File: src/rtl/pong_game_ctrl.sv
// Pong game-sequencing controller: start edge detection, serve hold,
// point scoring, win detection and game-over handling.
// Optional attract mode (demo ball in IDLE) enabled by defining PONG_ATTRACT_EN.
module pong_game_ctrl #(
  parameter int unsigned WIN_SCORE    = 9,
  parameter int unsigned SERVE_FRAMES = 60
) (
  input  logic       clock,
  input  logic       reset,
  input  logic       start,
  input  logic       frame_tick,
  input  logic       miss_left,
  input  logic       miss_right,
  output logic       ball_reset,
  output logic       ball_run,
  output logic       serve_dir,
  output logic [3:0] score_left,
  output logic [3:0] score_right,
  output logic       game_over,
  output logic       winner,
  output logic [2:0] state
);

  typedef enum logic [2:0] {
    IDLE  = 3'd0,
    SERVE = 3'd1,
    PLAY  = 3'd2,
    POINT = 3'd3,
    OVER  = 3'd4
  } state_t;

  localparam logic [3:0] WIN_VAL   = 4'(WIN_SCORE);
  localparam logic [7:0] SERVE_VAL = 8'(SERVE_FRAMES);

  state_t     state_r, state_nxt;
  logic       start_q;
  logic       start_rise;
  logic [7:0] serve_cnt, serve_cnt_nxt;
  logic [3:0] score_left_nxt, score_right_nxt;
  logic       serve_dir_nxt, winner_nxt;
  logic [3:0] left_inc, right_inc;
`ifdef PONG_ATTRACT_EN
  logic       attract_pulse, attract_pulse_nxt;
`endif

  assign start_rise = start & ~start_q;
  assign left_inc   = score_left + 4'd1;
  assign right_inc  = score_right + 4'd1;
  assign state      = state_r;

  // State, counters, scores and edge-detect register.
  always_ff @(posedge clock or posedge reset) begin
    if (reset) begin
      state_r     <= IDLE;
      start_q     <= 1'b0;
      serve_cnt   <= '0;
      score_left  <= '0;
      score_right <= '0;
      serve_dir   <= 1'b0;
      winner      <= 1'b0;
`ifdef PONG_ATTRACT_EN
      attract_pulse <= 1'b0;
`endif
    end else begin
      state_r     <= state_nxt;
      start_q     <= start;
      serve_cnt   <= serve_cnt_nxt;
      score_left  <= score_left_nxt;
      score_right <= score_right_nxt;
      serve_dir   <= serve_dir_nxt;
      winner      <= winner_nxt;
`ifdef PONG_ATTRACT_EN
      attract_pulse <= attract_pulse_nxt;
`endif
    end
  end

  // Next-state and next-value logic for all registered state.
  always_comb begin
    state_nxt       = state_r;
    serve_cnt_nxt   = serve_cnt;
    score_left_nxt  = score_left;
    score_right_nxt = score_right;
    serve_dir_nxt   = serve_dir;
    winner_nxt      = winner;
`ifdef PONG_ATTRACT_EN
    attract_pulse_nxt = 1'b0;
`endif
    unique case (state_r)
      IDLE: begin
        if (start_rise) begin
          score_left_nxt  = '0;
          score_right_nxt = '0;
          serve_cnt_nxt   = '0;
          state_nxt       = SERVE;
        end
`ifdef PONG_ATTRACT_EN
        else if (miss_left || miss_right) begin
          serve_dir_nxt     = ~serve_dir;
          attract_pulse_nxt = 1'b1;
        end
`endif
      end
      SERVE: begin
        if (frame_tick) begin
          serve_cnt_nxt = serve_cnt + 8'd1;
          if (serve_cnt + 8'd1 == SERVE_VAL) state_nxt = PLAY;
        end
      end
      PLAY: begin
        if (miss_left && miss_right) begin
          serve_dir_nxt = ~serve_dir;
          state_nxt     = POINT;
        end else if (miss_left) begin
          score_right_nxt = right_inc;
          serve_dir_nxt   = 1'b0;
          if (right_inc == WIN_VAL) begin
            winner_nxt = 1'b1;
            state_nxt  = OVER;
          end else begin
            state_nxt = POINT;
          end
        end else if (miss_right) begin
          score_left_nxt = left_inc;
          serve_dir_nxt  = 1'b1;
          if (left_inc == WIN_VAL) begin
            winner_nxt = 1'b0;
            state_nxt  = OVER;
          end else begin
            state_nxt = POINT;
          end
        end
      end
      POINT: begin
        if (frame_tick) begin
          serve_cnt_nxt = '0;
          state_nxt     = SERVE;
        end
      end
      OVER: begin
        if (start_rise) begin
          score_left_nxt  = '0;
          score_right_nxt = '0;
          serve_cnt_nxt   = '0;
          state_nxt       = SERVE;
        end
      end
      default: state_nxt = IDLE;
    endcase
  end

  // Ball control and game-over flag decode straight from the state.
  always_comb begin
    ball_reset = (state_r != PLAY);
    ball_run   = (state_r == PLAY);
    game_over  = (state_r == OVER);
`ifdef PONG_ATTRACT_EN
    if (state_r == IDLE) begin
      ball_reset = attract_pulse;
      ball_run   = ~attract_pulse;
    end
`endif
  end

endmodule

File: config.mk
export PLATFORM = sky130hd
export DESIGN_NAME = pong_game_ctrl
export DESIGN_NICKNAME = d
export VERILOG_FILES = /design/src/rtl/pong_game_ctrl.sv
export SDC_FILE = /design/constraint.sdc
export NUM_CORES = 1
export LEC_CHECK = 0
export ABC_CLOCK_PERIOD_IN_PS = 4800
export CAP_MARGIN = 10
export CORE_UTILIZATION = 35
export CTS_BUF_LIST = sky130_fd_sc_hd__clkbuf_8 sky130_fd_sc_hd__clkbuf_16
export CTS_CLUSTER_SIZE = 28
export DETAILED_ROUTE_END_ITERATION = 16
export PLACE_DENSITY_LB_ADDON = 0.12
export SLEW_MARGIN = 20
export SYNTH_ARGS = -nofsm -noshare
export SYNTH_HDL_FRONTEND = slang
export SYNTH_SLANG_ARGS = --single-unit
File: constraint.sdc
create_clock -name clock -period 4.8 [get_ports clock]
set_clock_uncertainty 0.1 [all_clocks]
set_input_delay 0.72 -clock clock [delete_from_list [all_inputs] [get_ports clock]]
set_output_delay 0.72 -clock clock [all_outputs]
set_load 0.03 [all_outputs]
Word level (Yosys, flattened, before mapping)
Cells that the tools add are included.
{ "totals": {"register_bits": 22, "inputBits": 6, "out_inout_bits": 16} }
{ "op_classes": {"addsub": 3, "n_eq_ne": 18, "muxes": 29, "bitwise_logic": 4, "n_reduce_logical": 14} }
{ "ops": {"columns": ["cell", "count"], "rows": [
  ["3-bit 2-to-1 mux", 9],
  ["4-bit 2-to-1 mux", 6],
  ["8-bit 2-to-1 mux", 3],
  ["8-bit one-hot mux with 3 select lines", 1],
  ["4-bit one-hot mux with 2 select lines", 2],
  ["5-bit AND reduction", 3],
  ["2-bit != test, second input constant", 7],
  ["3-bit one-hot mux with 4 select lines", 1],
  ["4-bit by 1-bit adder with 4-bit output, second input constant", 2],
  ["8-bit by 1-bit adder with 8-bit output, second input constant", 1],
  ["4-bit equality test, second input constant", 2],
  ["8-bit by 6-bit equality test with 1-bit output, second input constant", 1],
  ["4-bit AND reduction", 2],
  ["1-bit 2-to-1 mux", 7],
  ["3-bit by 2-bit equality test with 1-bit output, second input constant", 2],
  ["2-bit nonzero test", 3],
  ["3-bit nonzero test", 2],
  ["2-bit by 1-bit != test with 1-bit output, second input constant", 2],
  ["4-bit by 3-bit != test with 1-bit output, second input constant", 1],
  ["3-bit by 1-bit equality test with 1-bit output, second input constant", 1],
  ["3-bit equality test, second input constant", 1],
  ["3-bit zero test", 1],
  ["3-bit by 2-bit != test with 1-bit output, second input constant", 1],
  ["1-bit NOT", 3],
  ["4 further kinds", 4]
]} }

Depth between registers and ports, before layout
Gate-level depths: netlist (run 1).
{ "depth": {"depth_word": 7, "mapped_depth": 7, "ltp_nobuf": 6} }

Worst setup path after synthesis (run 1)
No wires, ideal clock.
{ "synth_path": {"kind": "reg2out", "from": "reg state_r[2], in the netlist state[2]", "to": "out game_over", "arrival_ns": 1.517, "slack_ns": 2.463, "stages_incl_launch_ff": 4, "path_cell_list": "dfrtp_1 buf_2 inv_1 nor3_1"} }
{ "synth_between": {"elab_chain_len": 1} }
{ "synth_lines": {"columns": ["item", "line", "source"], "rows": [
  ["from (decl)", "35", "state_t state_r, state_nxt;"],
  ["from (signal assigned)", "65", "state_r <= state_nxt;"],
  ["3-bit equality test", "156", "game_over = (state_r == OVER);"],
  ["to (decl)", "19", "output logic game_over,"]
]} }
No other way between the ends.

Worst setup path after layout (run 1)
{ "layout_path": {"from": "reg state_r[0], in the netlist state[0]", "to": "out ball_reset"} }
{ "layout_between": {"elab_chain_len": 1} }
{ "layout_lines": {"columns": ["item", "line", "source"], "rows": [
  ["3-bit by 2-bit != test with 1-bit output", "154", "ball_reset = (state_r != PLAY);"],
  ["to (decl)", "14", "output logic ball_reset,"]
]} }
No other way between the ends.

==> run metrics, run 1 <==
Synth Warn #=0; Logic pwr share=20.4%; crit path capture type=output port; Congestion Overflow GR=0; H-tree depth=1; cell-by-cell trace of the critical path=nor3b_4, inv_2, clkdlybuf4s50_1; clock buffer depth=2; antenna violations before repair=0; crit path time final=2.79 ns; Routed WL=2.67 mm; maxcap violations=0; WHS Endpoint=serve_dir$_DFFE_PP0P_; Slew HR=44.2%; VDD IR-drop max=0.134 mV; Post-synth ARST share=100%; TritonCTS clock tree=yes; clock power share=28.9%; Switching Share=29.9%; Final Wtd Congestion=0.832; # IOs=22; Leak=0.000671 uW; Die Y=62.4 microns; Post-synth top flop=dfrtp_1; remaining antenna violation count=0; setup_tns=0 ns; worst path arrival time=1.97 ns; Distinct cells, synth=40; Seq/Total Area, Yosys=43.2%; Hold Path Origin=serve_dir$_DFFE_PP0P_; Starting Density=37.3%; Pre-Repair DR Iteration Count=4; Synth top area share=43.2%; antenna cell count=0; Post-CTS Setup Repair Bufs=0; Mapped Area=1270 sq um; gr usage total=15.3%; hold path cells=1; worst r2r src=state[0]$_DFFE_PP0P_; CTS clock-pin slew for the worst setup and hold paths=0.08 ns; clk sink count=22; syn avg cell area=9.17 sq um; FMAX=359 MHz; RSZ-0062 raised after global routing=false; Hold Crit Class=flip-flop to flip-flop; net switching power=138 uW; first-pass GRT wire length=4.75 mm; most common cell after layout, fill and taps aside=dfrtp_1; critical path type=flip-flop to output port; Post-synth EDFFs=0; fin crit share=58.0%; vias in the first global route=1062; cts bufs inserted=3; clock root cell=clkbuf_8; setup violators final=0; R2R depth=5; DR WL/cell=12.8 microns; Die W=62.4 microns; Crit-path slowest cell=clkdlybuf4s50_1; layout cells sized above 1=7.41%; Slew Limit Fails=0; vias per inst=5.18; CP Data Required Time=3.98 ns; largest net degree at the start of global routing=23; slew at the pin closest to its max-slew limit=0.835 ns; sequential cell fraction of total power=50.7%; Post-Syn Nets=150; Post-Synthesis Cells=139; status=complete, no violations; CP peak stage delay=0.62 ns; most frequent cells in the layout=dfrtp_1 (22), clkdlybuf4s50_1 (21), nand2_1 (18), o21ai_0 (18); DP HPWL=2.03 mm; RR Endpoint=state[0]$_DFFE_PP0P_; DRC errors left=0; core area=3420 sq um; hold bufs inserted after CTS=0; Rows=21; Internal Power=324 uW; synthesized flop and latch total=22; ranking of synthesized cells by area=dfrtp_1 (43%), o21ai_0 (7.1%), nand2_1 (5.3%), ha_1 (4.9%), nand3_1 (2.4%); initial DRC count=30; final hold slack=0.399 ns; total die area=3890 sq um; Layout Nets=174; Final Hold Viols=0; Power Dens Cells=291 nW/um^2; crit start category=flip-flop; cell taking the most area after synthesis=dfrtp_1; worst-skew pair later-pin latency=0.26 ns; FILL cells=342; via count=1078; slack of the worst reg-to-reg path=2.78 ns; PostCTS Resize Cnt=0; port buffer count=21; Worst Path Max Fanout=10; Layout area overhead=24.3%
==> power by group through the flow <==
stage	Sequential, uW	Clock (uW)	Combinational [uW]
3_5_place_dp	237	0	95.0
3_3_place_gp	237	0	93.1
4_1_cts	234	136	95.5
6_report	234	134	94.3
5_1_grt	239	143	107
2_1_floorplan	244	0	52.7
==> worst max-delay path, delay by kind of cell, from the launching register on <==
family | cells | cell delay, ns
DFF | 1 | 0.54
and+or+nand+nor | 1 | 0.41
buffers and inverters | 2 | 0.74
==> registers in the layout (all words and copies together) (netlist names) <==
name	cells
score_left	4
score_right	4
serve_cnt	8
serve_dir	1
start_q	1
state	3
winner	1
==> synth_stat cells, types with 3 or more instances <==
master    count
dfrtp_1      22
xnor2_1       3
or3_1         4
o31ai_1       3
nor2_1        8
ha_1          5
nor3_1        4
o21ai_0      18
and3_1        3
nand2b_1      3
nand2_1      18
xor2_1        3
inv_1         8
nand3_1       6
==> worst max-delay path by stage <==
stage | start | end | cells after the start
after CTS | state[0]$_DFFE_PP0P_ | ball_reset | 3
after global placement | miss_left | state[0]$_DFFE_PP0P_ | 6
after floorplan | state[2]$_DFFE_PP0P_ | game_over | 3
final | state[0]$_DFFE_PP0P_ | ball_reset | 3
after global routing | state[0]$_DFFE_PP0P_ | ball_reset | 3
after detailed placement | miss_left | state[0]$_DFFE_PP0P_ | 6
==> layer usage <==
layer  global-route usage (%)  vias up  share of wire (%)
met5                        0        -                  0
met4                     6.10        0                1.6
met3                     2.76        5                3.2
met2                     26.8       22                 48
met1                     18.4      507                 47
li1                         -      544                  -
==> stage by stage <==
stage | instance area (sq um) | worst slack [ns] | utilization, % | total power (uW) | std cells
global placement | 1530 | 2.20 | 44.8 | 330 | 204
global route | 1590 | 1.91 | 46.4 | 489 | 208
finish | 1590 | 2.01 | 46.4 | 462 | 208
detailed placement | 1530 | 2.17 | 44.8 | 332 | 204
CTS | 1590 | 2.00 | 46.4 | 465 | 208
floorplan | 1270 | 2.46 | - | 297 | 139
==> layout make-up <==
class / instances / area, sq um / share of cell area, %
clock buffer: 4 / 55.1 / 3.47
inverter: 9 / 33.8 / 2.13
multi-input combinational: 106 / 678 / 42.8
sequential: 22 / 551 / 34.7
tap: 46 / 57.6 / 3.63
timing repair buffer: 21 / 210 / 13.3
==> cells by family after synthesis <==
kind of cell	after synthesis	synth area share, %
and+or+nand+nor	56	23.9
muxes	2	1.67
adders and majority gates	5	4.91
xor gates and xnor gates	6	4.12
buffers and inverters	11	3.63
DFF	22	43.2
AOI/OAI and AO/OA	37	18.5
No activity file was read; power rests on OpenSTA's default activity.
==> run 2: changes to the inputs <==
ABC_CLOCK_PERIOD_IN_PS = 2400   (was 4800)
clock period = 2.4 ns   (was 4.8 ns; I/O delays follow)
==> run 2 against run 1 <==
Net effect:
- worst hold slack worse by 0.071 ns
- final cell count is 1.9% higher
- critical endpoint is now game_over
- sequential share of layout area fell by 0.49 points
- count of clock-buffer cells in the layout fell by 1
- register-to-register slack worse by 2.5 ns
- core utilization up 0.66 points
- via count is 0.28% lower
- first-iteration DRC count grew 37%
- clock power up 69%
- cell area increased by 1.4%
- largest power group unchanged
- critical path depth is 1 lower
- flip-flop and latch count unchanged
==> run metrics, run 2 (synthesized netlist as in run 1, its figures left out) <==
Pre-Repair DR Iteration Count=4 (unchanged); antenna cell count=0 (unchanged); Worst Path Max Fanout=10 (unchanged); max reg flops=8 (unchanged); total die area=3890 sq um (unchanged); Die W=62.4 microns (unchanged); fin util=47.1% (+0.66 points); DR WL/cell=12.4 microns (-3.5%); via count=1075 (-0.28%); Switching Share=30.4% (+0.50 points); VDD IR-drop max=0.322 mV (+140%); remaining antenna violation count=0 (unchanged); Internal Power=616 uW (+90%); worst r2r src=state[0]$_DFFE_PP0P_; slack of the worst reg-to-reg path=0.29 ns (-2.49 ns); cell-by-cell trace of the critical path=nor3_1, clkdlybuf4s50_1; Critical Path Start=state[0]$_DFFE_PP0P_; Biggest register=serve_cnt; # IOs=22 (unchanged); Routed WL=2.63 mm (-1.6%); setup violators final=0 (unchanged); final hold slack=0.328 ns (-0.0713 ns); crit start category=flip-flop; TritonCTS clock tree=yes; CTS clock-pin slew for the worst setup and hold paths=0.07 ns (about the same); CP Data Required Time=1.94 ns (-2.04 ns); most frequent cells in the layout=dfrtp_1 (22), clkdlybuf4s50_1 (20), nand2_1 (18), o21ai_0 (18); DRC errors left=0 (unchanged); clock buffer depth=2 (unchanged); crit path capture type=output port; clock root cell=clkbuf_8; Logic pwr share=21.6% (+1.2 points); Congestion Overflow GR=0 (unchanged); fin crit share=94.2%; Final Wtd Congestion=0.839 (+0.83%); CP peak stage delay=0.71 ns (+0.09 ns); clk sink count=22 (unchanged); Die Y=62.4 microns (unchanged); H-tree depth=1 (unchanged); WP buf/inv=1 (-1); Slew HR=69.5% (+25 points); slew at the pin closest to its max-slew limit=0.451 ns (-0.384 ns); FILL cells=341 (-0.29%); FMAX=442 MHz; Final Hold Viols=0 (unchanged); net switching power=269 uW (+95%); crit path time final=2.26 ns; delay-heaviest family, CP=buffers and inverters; core area=3420 sq um (unchanged); Starting Density=37.3% (unchanged); status=complete, no violations; maxcap violations=0 (unchanged); Rows=21 (unchanged); first-pass GRT wire length=4.75 mm (unchanged); Layout Nets=179 (+2.9%); worst-skew pair later-pin latency=0.26 ns (about the same); worst path arrival time=1.80 ns (-0.17 ns); Crit-path slowest cell=clkdlybuf4s50_1; Layout area overhead=26.1%; vias per inst=5.07 (-2.2%); critical path type=flip-flop to output port; Leak=0.000694 uW (+3.5%); hold bufs inserted after CTS=0 (unchanged); largest net degree at the start of global routing=23 (unchanged); largest registers=serve_cnt x8, score_left x4, score_right x4; layout cells sized above 1=9.64% (+2.2 points); sequential cell fraction of total power=52.9% (+2.2 points); cts bufs inserted=3 (unchanged); Power Dens Cells=550 nW/um^2 (+89%); gr usage total=15.1% (-0.14 points); initial DRC count=41 (+37%); most common cell after layout, fill and taps aside=dfrtp_1; RR Endpoint=state[0]$_DFFE_PP0P_; port buffer count=21 (unchanged); Slew Limit Fails=0 (unchanged); vias in the first global route=1025 (-3.5%); Hold Crit Class=input pin to asynchronous set/reset pin; antenna violations before repair=0 (unchanged); R2R depth=6 (+1); clock power share=25.5% (-3.4 points); RSZ-0062 raised after global routing=false; DP HPWL=2.02 mm (-0.53%); setup_tns=0 ns (unchanged)
==> run 2: cell count changes in the layout (fill, tap and decap cells not counted), sizes merged <==
cell	change
buf	+5
clkdlybuf4s50	-1
dlygate4sd2	+1
clkbuf	-1
==> run 2: worst max-delay path by stage <==
stage / to / slack [ns] / cells after the start
CTS: game_over / 0.13 / 2
floorplan: score_left[3]$_DFFE_PP0P_ / 0.18 / 7
finish: game_over / 0.14 / 2
global route: ball_reset / 0.08 / 3
global placement: state[0]$_DFFE_PP0P_ / 0.22 / 6
detailed placement: state[0]$_DFFE_PP0P_ / 0.19 / 6
==> run 2: power by group through the flow <==
stage	sequential (uW)	combinational, uW	clock [uW]
global placement	474	188	0
detailed placement	476	195	0
global route	477	219	251
floorplan	489	105	0
finish	468	191	226
CTS	469	195	232
==> run 2: worst register-to-register path, cell delays in order, from the launching register on <==
cell and delay (ns):
dfrtp_1 0.63, nor3b_4 0.10, buf_4 0.18, a221o_1 0.38, or3_1 0.38, a31oi_1 0.16
o21ai_1 0.08
==> run 2: timing repair <==
item,in CTS,in global routing
endpoints found under the hold margin,0,0
setup buffers,1,0
endpoints found under the setup margin,2,0
resized for setup,1,0
==> run 2: cell type report <==
class / count / area (sq um) / share of cell area (%)
clock buffer: 3 / 41.3 / 2.57
sequential: 22 / 551 / 34.2
tap: 46 / 57.6 / 3.58
multi-input combinational: 106 / 678 / 42.2
inverter: 9 / 33.8 / 2.10
timing repair buffer: 26 / 246 / 15.3
==> run 2: routing by layer <==
metal	up-vias	wire length (microns)	part of all wire, %	GRT usage, %
li1	551	-	-	-
met4	0	21	0.80	4.36
met3	2	83	3.2	2.76
met1	503	1300	49	20.9
met2	19	1220	47	24.0
met5	-	0	0	0
==> run 2: metrics by stage <==
step | power, uW | cells | setup WS (ns) | cell area [sq um]
CTS | 897 | 212 | 0.131 | 1610
finish | 885 | 212 | 0.138 | 1610
floorplan | 594 | 139 | 0.177 | 1270
detailed placement | 671 | 208 | 0.189 | 1560
global route | 946 | 212 | 0.0773 | 1610
global placement | 662 | 208 | 0.219 | 1560
